### src/rtl/z80_bus_arbiter_pkg.sv
// Shared types and helpers for the Z80 multi-master bus arbiter.
// Optional feature macro used by the arbiter: Z80_ARB_ACK_TIMEOUT_EN.
package z80_arb_pkg;

    typedef enum logic [2:0] {
        CPU_OWN,
        REQ_CPU,
        EXT_OWN,
        HANDOFF,
        RELEASE
    } arb_state_t;

    localparam int ACK_TIMEOUT_DEFAULT = 255;

    // One-hot to binary index; OR-reduction form because the input is one-hot by construction.
    function automatic logic [3:0] onehot_to_idx(input logic [15:0] oh);
        logic [3:0] idx;
        idx = '0;
        for (int i = 0; i < 16; i++) begin
            if (oh[i]) begin
                idx = idx | 4'(i);
            end
        end
        return idx;
    endfunction

endpackage

### src/rtl/z80_bus_arbiter_if.sv
// Bus-side signal bundle of the arbiter: requests, BUSRQ/BUSAK handshake, grant outputs.
// slave = arbiter side, master = requesters/CPU side.
interface z80_bus_arbiter_if #(
    parameter int MASTER_QTY = 2
);
    localparam int MSEL_W = (MASTER_QTY > 1) ? $clog2(MASTER_QTY) : 1;

    logic [MASTER_QTY-1:0] req;
    logic                  busak_n;
    logic                  busrq_n;
    logic [MASTER_QTY-1:0] gnt;
    logic [MSEL_W-1:0]     msel;
    logic                  owner_valid;
    logic                  ack_err;

    modport slave (
        input  req,
        input  busak_n,
        output busrq_n,
        output gnt,
        output msel,
        output owner_valid,
        output ack_err
    );

    modport master (
        output req,
        output busak_n,
        input  busrq_n,
        input  gnt,
        input  msel,
        input  owner_valid,
        input  ack_err
    );

endinterface

### src/rtl/z80_bus_arbiter_picker.sv
// arb_picker: combinational winner select among external masters (bit 0, the CPU, is masked).
// ROUND_ROBIN=0: lowest index wins. ROUND_ROBIN=1: search starts just after ptr_i, wrapping to 1.
module arb_picker
    import z80_arb_pkg::*;
#(
    parameter int MASTER_QTY  = 2,
    parameter int ROUND_ROBIN = 1,
    localparam int MSEL_W     = (MASTER_QTY > 1) ? $clog2(MASTER_QTY) : 1
) (
    input  logic [MASTER_QTY-1:0] req_i,
    input  logic [MSEL_W-1:0]     ptr_i,
    output logic                  valid_o,
    output logic [MASTER_QTY-1:0] win_oh_o,
    output logic [MSEL_W-1:0]     win_idx_o
);

    // Number of search slots (external masters); at least one to keep arrays legal.
    localparam int NC = (MASTER_QTY > 1) ? MASTER_QTY - 1 : 1;

    logic [15:0] req_pad;
    logic [3:0]  cand_idx [NC];
    logic [NC-1:0] cand_hit;
    logic [15:0] win_oh16;
    logic        valid;

    assign req_pad = 16'(req_i) & ~16'd1;

    // Slot gi holds the master index examined gi-th in search order.
    for (genvar gi = 0; gi < NC; gi++) begin : g_cand
        logic [3:0] raw;
        assign raw = (ROUND_ROBIN != 0) ? 4'(ptr_i) + 4'(gi + 1) : 4'(gi + 1);
        assign cand_idx[gi] = (raw > 4'(MASTER_QTY - 1)) ? raw - 4'(MASTER_QTY - 1) : raw;
        assign cand_hit[gi] = req_pad[cand_idx[gi]];
    end

    // First requesting slot in search order wins.
    always_comb begin
        win_oh16 = '0;
        valid    = 1'b0;
        for (int i = 0; i < NC; i++) begin
            if (!valid && cand_hit[i]) begin
                valid              = 1'b1;
                win_oh16[cand_idx[i]] = 1'b1;
            end
        end
    end

    assign valid_o   = valid;
    assign win_idx_o = MSEL_W'(onehot_to_idx(win_oh16));
    assign win_oh_o  = valid ? (MASTER_QTY'(1) << win_idx_o) : '0;

endmodule

### src/rtl/z80_bus_arbiter.sv
// z80_bus_arbiter: hands the shared Z80 bus between the CPU (master 0, default owner)
// and external masters via BUSRQ/BUSAK. All outputs are registered.
// Optional feature macro: Z80_ARB_ACK_TIMEOUT_EN (bounded wait for busak_n, sticky ack_err).
module z80_bus_arbiter
    import z80_arb_pkg::*;
#(
    parameter int MASTER_QTY  = 2,
    parameter int ROUND_ROBIN = 1,
    parameter int ACK_TIMEOUT = ACK_TIMEOUT_DEFAULT
) (
    input logic              clk,
    input logic              rst,
    z80_bus_arbiter_if.slave bus
);

    localparam int MSEL_W = (MASTER_QTY > 1) ? $clog2(MASTER_QTY) : 1;

    arb_state_t            state_q;
    logic [MASTER_QTY-1:0] gnt_q;
    logic [MSEL_W-1:0]     msel_q;
    logic [MSEL_W-1:0]     ptr_q;
    logic                  busrq_n_q;
    logic                  ext_req_d;
    logic                  ack_timeout_d;
    logic                  ack_err_o;

    logic                  pick_valid;
    logic [MASTER_QTY-1:0] pick_oh;
    logic [MSEL_W-1:0]     pick_idx;

    // Any external request; bit 0 is the CPU and never asks for the bus.
    assign ext_req_d = |(bus.req & ~MASTER_QTY'(1));

    arb_picker #(
        .MASTER_QTY  (MASTER_QTY),
        .ROUND_ROBIN (ROUND_ROBIN)
    ) u_picker (
        .req_i     (bus.req),
        .ptr_i     (ptr_q),
        .valid_o   (pick_valid),
        .win_oh_o  (pick_oh),
        .win_idx_o (pick_idx)
    );

`ifdef Z80_ARB_ACK_TIMEOUT_EN
    localparam int CNT_W = $clog2(ACK_TIMEOUT + 1);

    logic [CNT_W-1:0] cnt_q;
    logic             ack_err_q;

    assign ack_timeout_d = (state_q == REQ_CPU) && bus.busak_n &&
                           (cnt_q == CNT_W'(ACK_TIMEOUT - 1));

    // Count cycles spent waiting for busak_n; cleared whenever not waiting.
    always_ff @(posedge clk) begin
        if (rst || state_q != REQ_CPU || !bus.busak_n) begin
            cnt_q <= '0;
        end else if (!ack_timeout_d) begin
            cnt_q <= cnt_q + 1'b1;
        end
    end

    // Sticky acknowledge-timeout flag, cleared only by reset.
    always_ff @(posedge clk) begin
        if (rst) begin
            ack_err_q <= 1'b0;
        end else if (ack_timeout_d) begin
            ack_err_q <= 1'b1;
        end
    end

    assign ack_err_o = ack_err_q;
`else
    assign ack_timeout_d = 1'b0;
    assign ack_err_o     = 1'b0;
`endif

    // Ownership FSM with registered grant, msel and busrq_n.
    always_ff @(posedge clk) begin
        if (rst) begin
            state_q   <= CPU_OWN;
            gnt_q     <= MASTER_QTY'(1);
            msel_q    <= '0;
            ptr_q     <= '0;
            busrq_n_q <= 1'b1;
        end else begin
            case (state_q)
                CPU_OWN: begin
                    if (ext_req_d) begin
                        state_q   <= REQ_CPU;
                        gnt_q     <= '0;
                        busrq_n_q <= 1'b0;
                    end
                end
                REQ_CPU: begin
                    if (!bus.busak_n) begin
                        // Winner is taken from the requests present when the CPU lets go.
                        if (pick_valid) begin
                            state_q <= EXT_OWN;
                            gnt_q   <= pick_oh;
                            msel_q  <= pick_idx;
                            ptr_q   <= pick_idx;
                        end else begin
                            state_q   <= RELEASE;
                            busrq_n_q <= 1'b1;
                        end
                    end else if (ack_timeout_d) begin
                        state_q   <= RELEASE;
                        busrq_n_q <= 1'b1;
                    end
                end
                EXT_OWN: begin
                    // No preemption: tenure ends only when the owner drops its request.
                    if (!bus.req[msel_q]) begin
                        state_q <= HANDOFF;
                        gnt_q   <= '0;
                    end
                end
                HANDOFF: begin
                    if (pick_valid) begin
                        state_q <= EXT_OWN;
                        gnt_q   <= pick_oh;
                        msel_q  <= pick_idx;
                        ptr_q   <= pick_idx;
                    end else begin
                        state_q   <= RELEASE;
                        busrq_n_q <= 1'b1;
                    end
                end
                RELEASE: begin
                    if (bus.busak_n) begin
                        state_q <= CPU_OWN;
                        gnt_q   <= MASTER_QTY'(1);
                        msel_q  <= '0;
                    end
                end
                default: begin
                    state_q   <= CPU_OWN;
                    gnt_q     <= MASTER_QTY'(1);
                    msel_q    <= '0;
                    busrq_n_q <= 1'b1;
                end
            endcase
        end
    end

    assign bus.busrq_n     = busrq_n_q;
    assign bus.gnt         = gnt_q;
    assign bus.msel        = msel_q;
    assign bus.owner_valid = |gnt_q;
    assign bus.ack_err     = ack_err_o;

endmodule

### src/flat_wrapper.sv
// flat-port wrapper written by rule: the top's interface ports become plain ports
module z80_bus_arbiter_flat import z80_arb_pkg::*;
#(
    parameter int MASTER_QTY  = 2,
    parameter int ROUND_ROBIN = 1,
    parameter int ACK_TIMEOUT = ACK_TIMEOUT_DEFAULT
)
  (clk, rst, bus_req, bus_busak_n, bus_busrq_n, bus_gnt, bus_msel, bus_owner_valid, bus_ack_err);
  z80_bus_arbiter_if #(.MASTER_QTY(MASTER_QTY)) bus_i ();
  input logic clk;
  input logic rst;
  input wire logic [$bits(bus_i.req)-1:0] bus_req;
  input wire logic [$bits(bus_i.busak_n)-1:0] bus_busak_n;
  output wire logic [$bits(bus_i.busrq_n)-1:0] bus_busrq_n;
  output wire logic [$bits(bus_i.gnt)-1:0] bus_gnt;
  output wire logic [$bits(bus_i.msel)-1:0] bus_msel;
  output wire logic [$bits(bus_i.owner_valid)-1:0] bus_owner_valid;
  output wire logic [$bits(bus_i.ack_err)-1:0] bus_ack_err;
  assign bus_i.req = bus_req;
  assign bus_i.busak_n = bus_busak_n;
  assign bus_busrq_n = bus_i.busrq_n;
  assign bus_gnt = bus_i.gnt;
  assign bus_msel = bus_i.msel;
  assign bus_owner_valid = bus_i.owner_valid;
  assign bus_ack_err = bus_i.ack_err;
  z80_bus_arbiter #(.MASTER_QTY(MASTER_QTY), .ROUND_ROBIN(ROUND_ROBIN), .ACK_TIMEOUT(ACK_TIMEOUT)) u_core (.clk(clk), .rst(rst), .bus(bus_i));
endmodule
### config.mk
export PLATFORM = sky130hd
export DESIGN_NAME = z80_bus_arbiter_flat
export DESIGN_NICKNAME = d
export VERILOG_FILES = /design/src/rtl/z80_bus_arbiter_pkg.sv /design/src/rtl/z80_bus_arbiter_if.sv /design/src/rtl/z80_bus_arbiter_picker.sv /design/src/rtl/z80_bus_arbiter.sv /design/src/flat_wrapper.sv
export SDC_FILE = /design/constraint.sdc
export NUM_CORES = 1
export LEC_CHECK = 0
export ABC_AREA = 1
export CAP_MARGIN = 25
export CORE_AREA = 2 2 39 41
export CTS_BUF_LIST = sky130_fd_sc_hd__clkbuf_8 sky130_fd_sc_hd__clkbuf_16
export CTS_CLUSTER_SIZE = 40
export DETAILED_ROUTE_END_ITERATION = 6
export DIE_AREA = 0 0 41 43
export GPL_TIMING_DRIVEN = 0
export PLACE_DENSITY = 0.69
export SLEW_MARGIN = 0
export SYNTH_ARGS = -nofsm -noshare
export SYNTH_HDL_FRONTEND = slang
export SYNTH_SLANG_ARGS = --single-unit
### constraint.sdc
create_clock -name clk -period 1.2 [get_ports clk]
set_clock_uncertainty 0.15 [all_clocks]
set_input_delay 0.24 -clock clk [delete_from_list [all_inputs] [get_ports clk]]
set_output_delay 0.24 -clock clk [all_outputs]
set_load 0.02 [all_outputs]
Yosys cells after proc, flatten, opt, wreduce, memory -nomap -nowiden. Index checks and enable logic that the tools add are counted. Widths: inputs -> output; s select.

Bitwise gates (word level): 2. Reduce and logical (&&, ||, !) cells: 10. $lt $le $gt $ge: 4. $mul: 0. Eq/ne operators: 8. Shift-type cells: 1. Mux-type cells: 46. $add $sub $neg: 2. Div/mod/pow operators: 0.

Operator list (number): $mux 4 (7); $mux 3 (9); $mux 16 (1); $mux 1 (15); $pmux 3 s5 (1); $mux 2 (7); $pmux 2 s5 (1); $ne 2x2->1 const B (4); $pmux 1 s4 (2); $eq 3x2->1 const B (2); $reduce_and 3->1 (2); $reduce_or 2->1 (3); $lt 4x5->1 const B (1); $bmux 1 s4 (1); $demux 1 s4 (1); $ge 4x1->1 const B (1); $reduce_and 4->1 (1); $eq 3x1->1 const B (1); $eq 3x3->1 const B (1); $logic_not 3->1 (1); $sub 2x1->3 const B (1); $add 1x1->2 const B (1); $gt 2x1->1 const B (1); $lt 1x2->1 const B (1); other kinds (6) (7).

Bits in latches: 0. RAM bits: 0. Output and inout bits: 6. Word-level logic and storage cells: 78. Register bits: 8. Memories kept: 0. ROM bits: 0. Input bits: 5.

Depth between registers and ports, before layout.
Word-level depth: 26. Gate-level depth with buffers: 9. Gate-level depth less buffers: 9.

Hierarchy. Synthesis repeated with hierarchy kept, for this count alone.

Cell total of the unflattened synthesis: 74. Area, all modules: 500.5 um^2.

By module, submodules not included: z80_bus_arbiter (area each 466.7 um^2, instances 1, cells an instance 69, seq. area each 160.2 um^2); arb_picker (area each 33.8 um^2, instances 1, cells an instance 5, seq. area each 0.0 um^2).

Least setup slack after synthesis. OpenSTA, ideal clock, no wires.

Path kind: register -> register. Start: register u_core.msel_q, in the netlist u_core.bus.msel. End: register u_core.state_q[1]. Path slack: -0.051 ns. Clock period less this slack: 1.251 ns. Data arrival time: 0.987 ns. Stages on the path, launching flop included: 10. Path buffers: 0. Library setup time: 0.114 ns. Data required time: 0.936 ns. Path through: dfxtp_1 -> inv_1 -> nand2_1 -> nand2_1 -> nand2_2 -> nand2_2 -> nor2_2 -> nand2_1 -> nand2_1 -> nor2_2.

Word-level cells in the longest chain between the ends: 4.

Ends and longest elaborated chain: from (decl) (RTL line z80_bus_arbiter.sv:20) `logic [MSEL_W-1:0] msel_q;`; from (signal assigned) (RTL line z80_bus_arbiter.sv:101) `msel_q <= pick_idx;`; from (signal assigned) (RTL line z80_bus_arbiter.sv:123) `msel_q <= pick_idx;`; $mux 1 (implied by the code) (2 in series) (RTL line z80_bus_arbiter.sv:114) `if (!bus.req[msel_q]) begin`; $ne 2x2->1 (no line); $reduce_and 4->1 (no line); to (signal assigned) (RTL line z80_bus_arbiter.sv:115) `state_q <= HANDOFF;`; to (signal assigned) (RTL line z80_bus_arbiter.sv:121) `state_q <= EXT_OWN;`; to (signal assigned) (RTL line z80_bus_arbiter.sv:126) `state_q <= RELEASE;`; to (decl) (RTL line z80_bus_arbiter.sv:18) `arb_state_t state_q;`.

No other way between the ends. The select of a mux whose other input is x is not followed. A chain may end at the register's enable or synchronous reset.

Final worst setup path.
Start: register u_core.gnt_q[1], in the netlist u_core.bus.gnt[1]. End: output bus_owner_valid.

Word-level cells in the longest chain between the ends: 1.

Ends and longest elaborated chain: from (decl) (RTL line z80_bus_arbiter.sv:19) `logic [MASTER_QTY-1:0] gnt_q;`; from (signal assigned) (RTL line z80_bus_arbiter.sv:100) `gnt_q <= pick_oh;`; from (signal assigned) (RTL line z80_bus_arbiter.sv:122) `gnt_q <= pick_oh;`; $reduce_or 2->1 (RTL line z80_bus_arbiter.sv:150) `assign bus.owner_valid = |gnt_q;`; to (decl) (RTL line flat_wrapper.sv:17) `output wire logic [$bits(bus_i.owner_valid)-1:0] bus_owner_valid;`.

No other way between the ends.

==> metrics.csv <==
stage,metric,value,unit
cts,htree_levels,1,
yosys,ys.flop_type,dfxtp_1,
yosys,synth_mux_area_share,0,%
setup_path,crit_arrival,0.92,ns
place,pre_cts_ws,-0.437,ns
setup_path,crit-reg2reg-launch,u_core.state_q[0]$_SDFFE_PP0P_,
yosys,synth_nets,84,
floorplan,die_area,1760,um^2
power_and_ir_drop,switchingPower,996,uW
floorplan,fp.coreArea,1380,um^2
routing,wirelength,1250,um
layout,syn_to_final_growth,56.8,%
power_and_ir_drop,p_seq_share,23.8,%
cts,numCtsBuffers,3,
hold_path,hold_path_class,reg -> reg,
cts,cts.sinks,7,
layout,n_fill_cell,126,
yosys,synth-simple-area-share,53.1,%
global_routing,grt_max_degree,8,
yosys,synth_adder_area_share,0,%
yosys,ys_ff_latch,7,
job,cap_violations,0,
yosys,synth_most_common_cell,nand2_1,
global_routing,grt_pass1_wl,2090,um
power_and_ir_drop,combPwrFrac,60.7,%
yosys,synth_cell_type_count,16,
sta,min_period,1.31,ns
floorplan,dieHeight,43,um
routing,drc,0,
sta,fin_crit_sh,109,%
sta,fmax,0.766,GHz
sta,final-hold-violation-count,0,
power_and_ir_drop,total_power,2160,uW
layout,drive_gt1_share,50.5,%
setup_path,crit_path_start_kind,flop,
global_routing,grt_pass1_vias,502,
yosys,synth-seq-area-share,29.9,%
power_and_ir_drop,p_sw_share,46.2,%
yosys,synth_compound_area_share,4.27,%
yosys,synth_area,469,um^2
power_and_ir_drop,p_leak,0.000384,uW
yosys,yosysTopAreaCell,dfxtp_1,
layout,final_nets,103,
place,hpwlAfterDp,757,um
hold_path,worst_hold_path.endpoint,u_core.bus.busrq_n$_SDFFE_PP1P_,
floorplan,row_count,14,
outcome,violations,negative setup slack,
floorplan,ioPinCount,11,
yosys,netlist_instances,79,
setup_path,cp_max_fo,3,
floorplan,die_x,41,um
global_routing,antenna_found_initial,0,
global_routing,grt_usage,17.8,%
setup_path,crit_required,0.81,ns
routing,wl_per_cell,11.1,um
setup_path,setup.worst_path.class,reg -> out,
setup_path,rr_worst_depth,7,
cts,clkTransAtPathRegs,0.04,ns
global_routing,gr-total-overflow,0,
hold_path,whs_path_depth,2,
setup_path,cp-startpoint,u_core.bus.gnt[1]$_SDFFE_PP0P_,
layout,fin_area,736,um^2
yosys,syn_avg_cell_area,5.94,um^2
layout,multi_input_area,350,um^2
floorplan,initial_core_util,33.9,%
cts,cts_tree,yes,
power_and_ir_drop,irDropWorstVdd,1030,uV
cts,ctsHoldBuffers,0,
setup_path,r2r_end,u_core.state_q[1]$_SDFFE_PP0P_,
sta,finalMaxSlewViolations,0,
layout,final_cells,113,
layout,num_antenna_cells,0,
yosys,synth_edf_count,0,
routing,first_iter_violations,9,
hold_path,worst_hold_startpoint,u_core.bus.busrq_n$_SDFFE_PP1P_,
place,io_buffer_count,9,
yosys,yosysWarnings,0,
place,place_area,587,um^2
yosys,yosys.area.top_type_share,29.9,%
yosys,synth_area_leaders,"dfxtp_1 30%, nand2_1 22%, nor2_1 8.8%",
yosys,synthXorXnorAreaFrac,0,%
place,dpl.cell_count,104,
cts,worstSkewPairLatency,0.23,ns
power_and_ir_drop,clkPwrFrac,15.5,%
setup_path,r2r_slack,-0.08,ns
sta,rsz0062_at_grt,true,
routing,dr.pass1.iters,4,
yosys,netlist_top_cells_count,"27 x nand2_1, 11 x nor2_1, 9 x inv_1, 8 x nand3_1, 7 x dfxtp_1",
routing,drt.antenna.violating_nets,0,
layout,seqCellArea,155,um^2
place,gp_congestion,0.769,
power_and_ir_drop,intPower,1160,uW
sta,holdWs,0.319,ns
sta,finalWorstSetupSlack,-0.105,ns
routing,viasPerCell,4.75,
cts,clockBufferDepth,2,
yosys,async_flop_share,0,%
cts,cts_root_buffer,clkbuf_8,
routing,num_vias,537,
yosys,synth_top_family_by_area,simple AND/OR/NAND/NOR gates,
setup_path,critPathCaptureType,output port,
sta,finalSetupViolations,7,
outcome,outcome,"finished, violations left",
power_and_ir_drop,p_per_area,2930,nW/um^2
[logic make-up after synthesis]
group                  count (synthesis)
buffers and inverters                 12
DFF                                    7
other                                  1
and+or+nand+nor                       55
AOI/OAI and AO/OA                      4
[worst max path at each step]
stage | end | cells past startpoint
final | bus_owner_valid | 2
after CTS | bus_owner_valid | 2
after detailed placement | u_core.bus.gnt[0]$_SDFFE_PP1P_ | 8
after global placement | u_core.bus.gnt[0]$_SDFFE_PP1P_ | 8
after global routing | u_core.state_q[1]$_SDFFE_PP0P_ | 8
after floorplan | u_core.state_q[1]$_SDFFE_PP0P_ | 7
[through the flow]
stage          setup TNS, ns  util [%]
2_1_floorplan              0         -
3_3_place_gp           -3.21      42.4
3_5_place_dp           -3.31      42.4
4_1_cts               -0.465      50.3
5_1_grt               -0.996      53.2
6_report              -0.411      53.2
[per-layer routing]
| layer | track usage, % | wire [um] | up-vias |
|---|---|---|---|
| li1 | - | - | 276 |
| met1 | 23.5 | 530 | 240 |
| met2 | 25.0 | 620 | 16 |
| met3 | 4.71 | 63 | 5 |
| met4 | 10.0 | 40 | 0 |
| met5 | 0 | 0 | - |
[area by class of cell]
class | count | area share, %
clock inverter | 1 | 0.510
timing repair buffer | 15 | 16.0
tap | 16 | 2.72
buffer | 1 | 1.02
sequential | 7 | 21.1
clock buffer | 3 | 5.61
inverter | 10 | 5.44
multi-input combinational | 60 | 47.6
[cells in the final DEF, fill, tap and decap left out]
cell             count
nand4_1              1
nand2_1             21
nand2_2              6
dfxtp_1              1
inv_4                1
nor2_2               8
buf_2                3
nand3_2              2
clkdlybuf4s50_1      2
inv_1                7
o21ai_1              1
buf_6                2
nand3_1              5
nand3_4              1
nand2_4              3
dlygate4sd2_1        2
dfxtp_4              3
clkbuf_8             3
dfxtp_2              3
a21oi_1              3
or2_4                1
buf_4                6
nor2_1               4
inv_2                3
nor2_4               3
clkbuf_2             1
conb_1               1
[what timing repair did]
action,in CTS,in global routing
buffers inserted,3,3
pin swaps,15,16
cloned,0,0
gates resized for setup,43,14
setup endpoints to repair,12,9
[state kept, by name, summed over array words and instances, names as in the netlist]
name	flops
u_core.bus.busrq_n	1
u_core.bus.gnt	2
u_core.bus.msel	1
u_core.state_q	3
[critical path, cell delays in order, from the launching register on]
cell and delay (ns):
dfxtp_2 0.32, or2_4 0.24, buf_6 0.13
[power by group through the flow]
stage / logic (uW) / registers [uW] / clock network (uW)
6_report: 1310 / 513 / 334
5_1_grt: 1450 / 532 / 356
4_1_cts: 1240 / 441 / 339
3_5_place_dp: 1030 / 416 / 0
3_3_place_gp: 1020 / 414 / 0
2_1_floorplan: 747 / 454 / 0
Note: power is estimated with default switching activity, not from simulation.
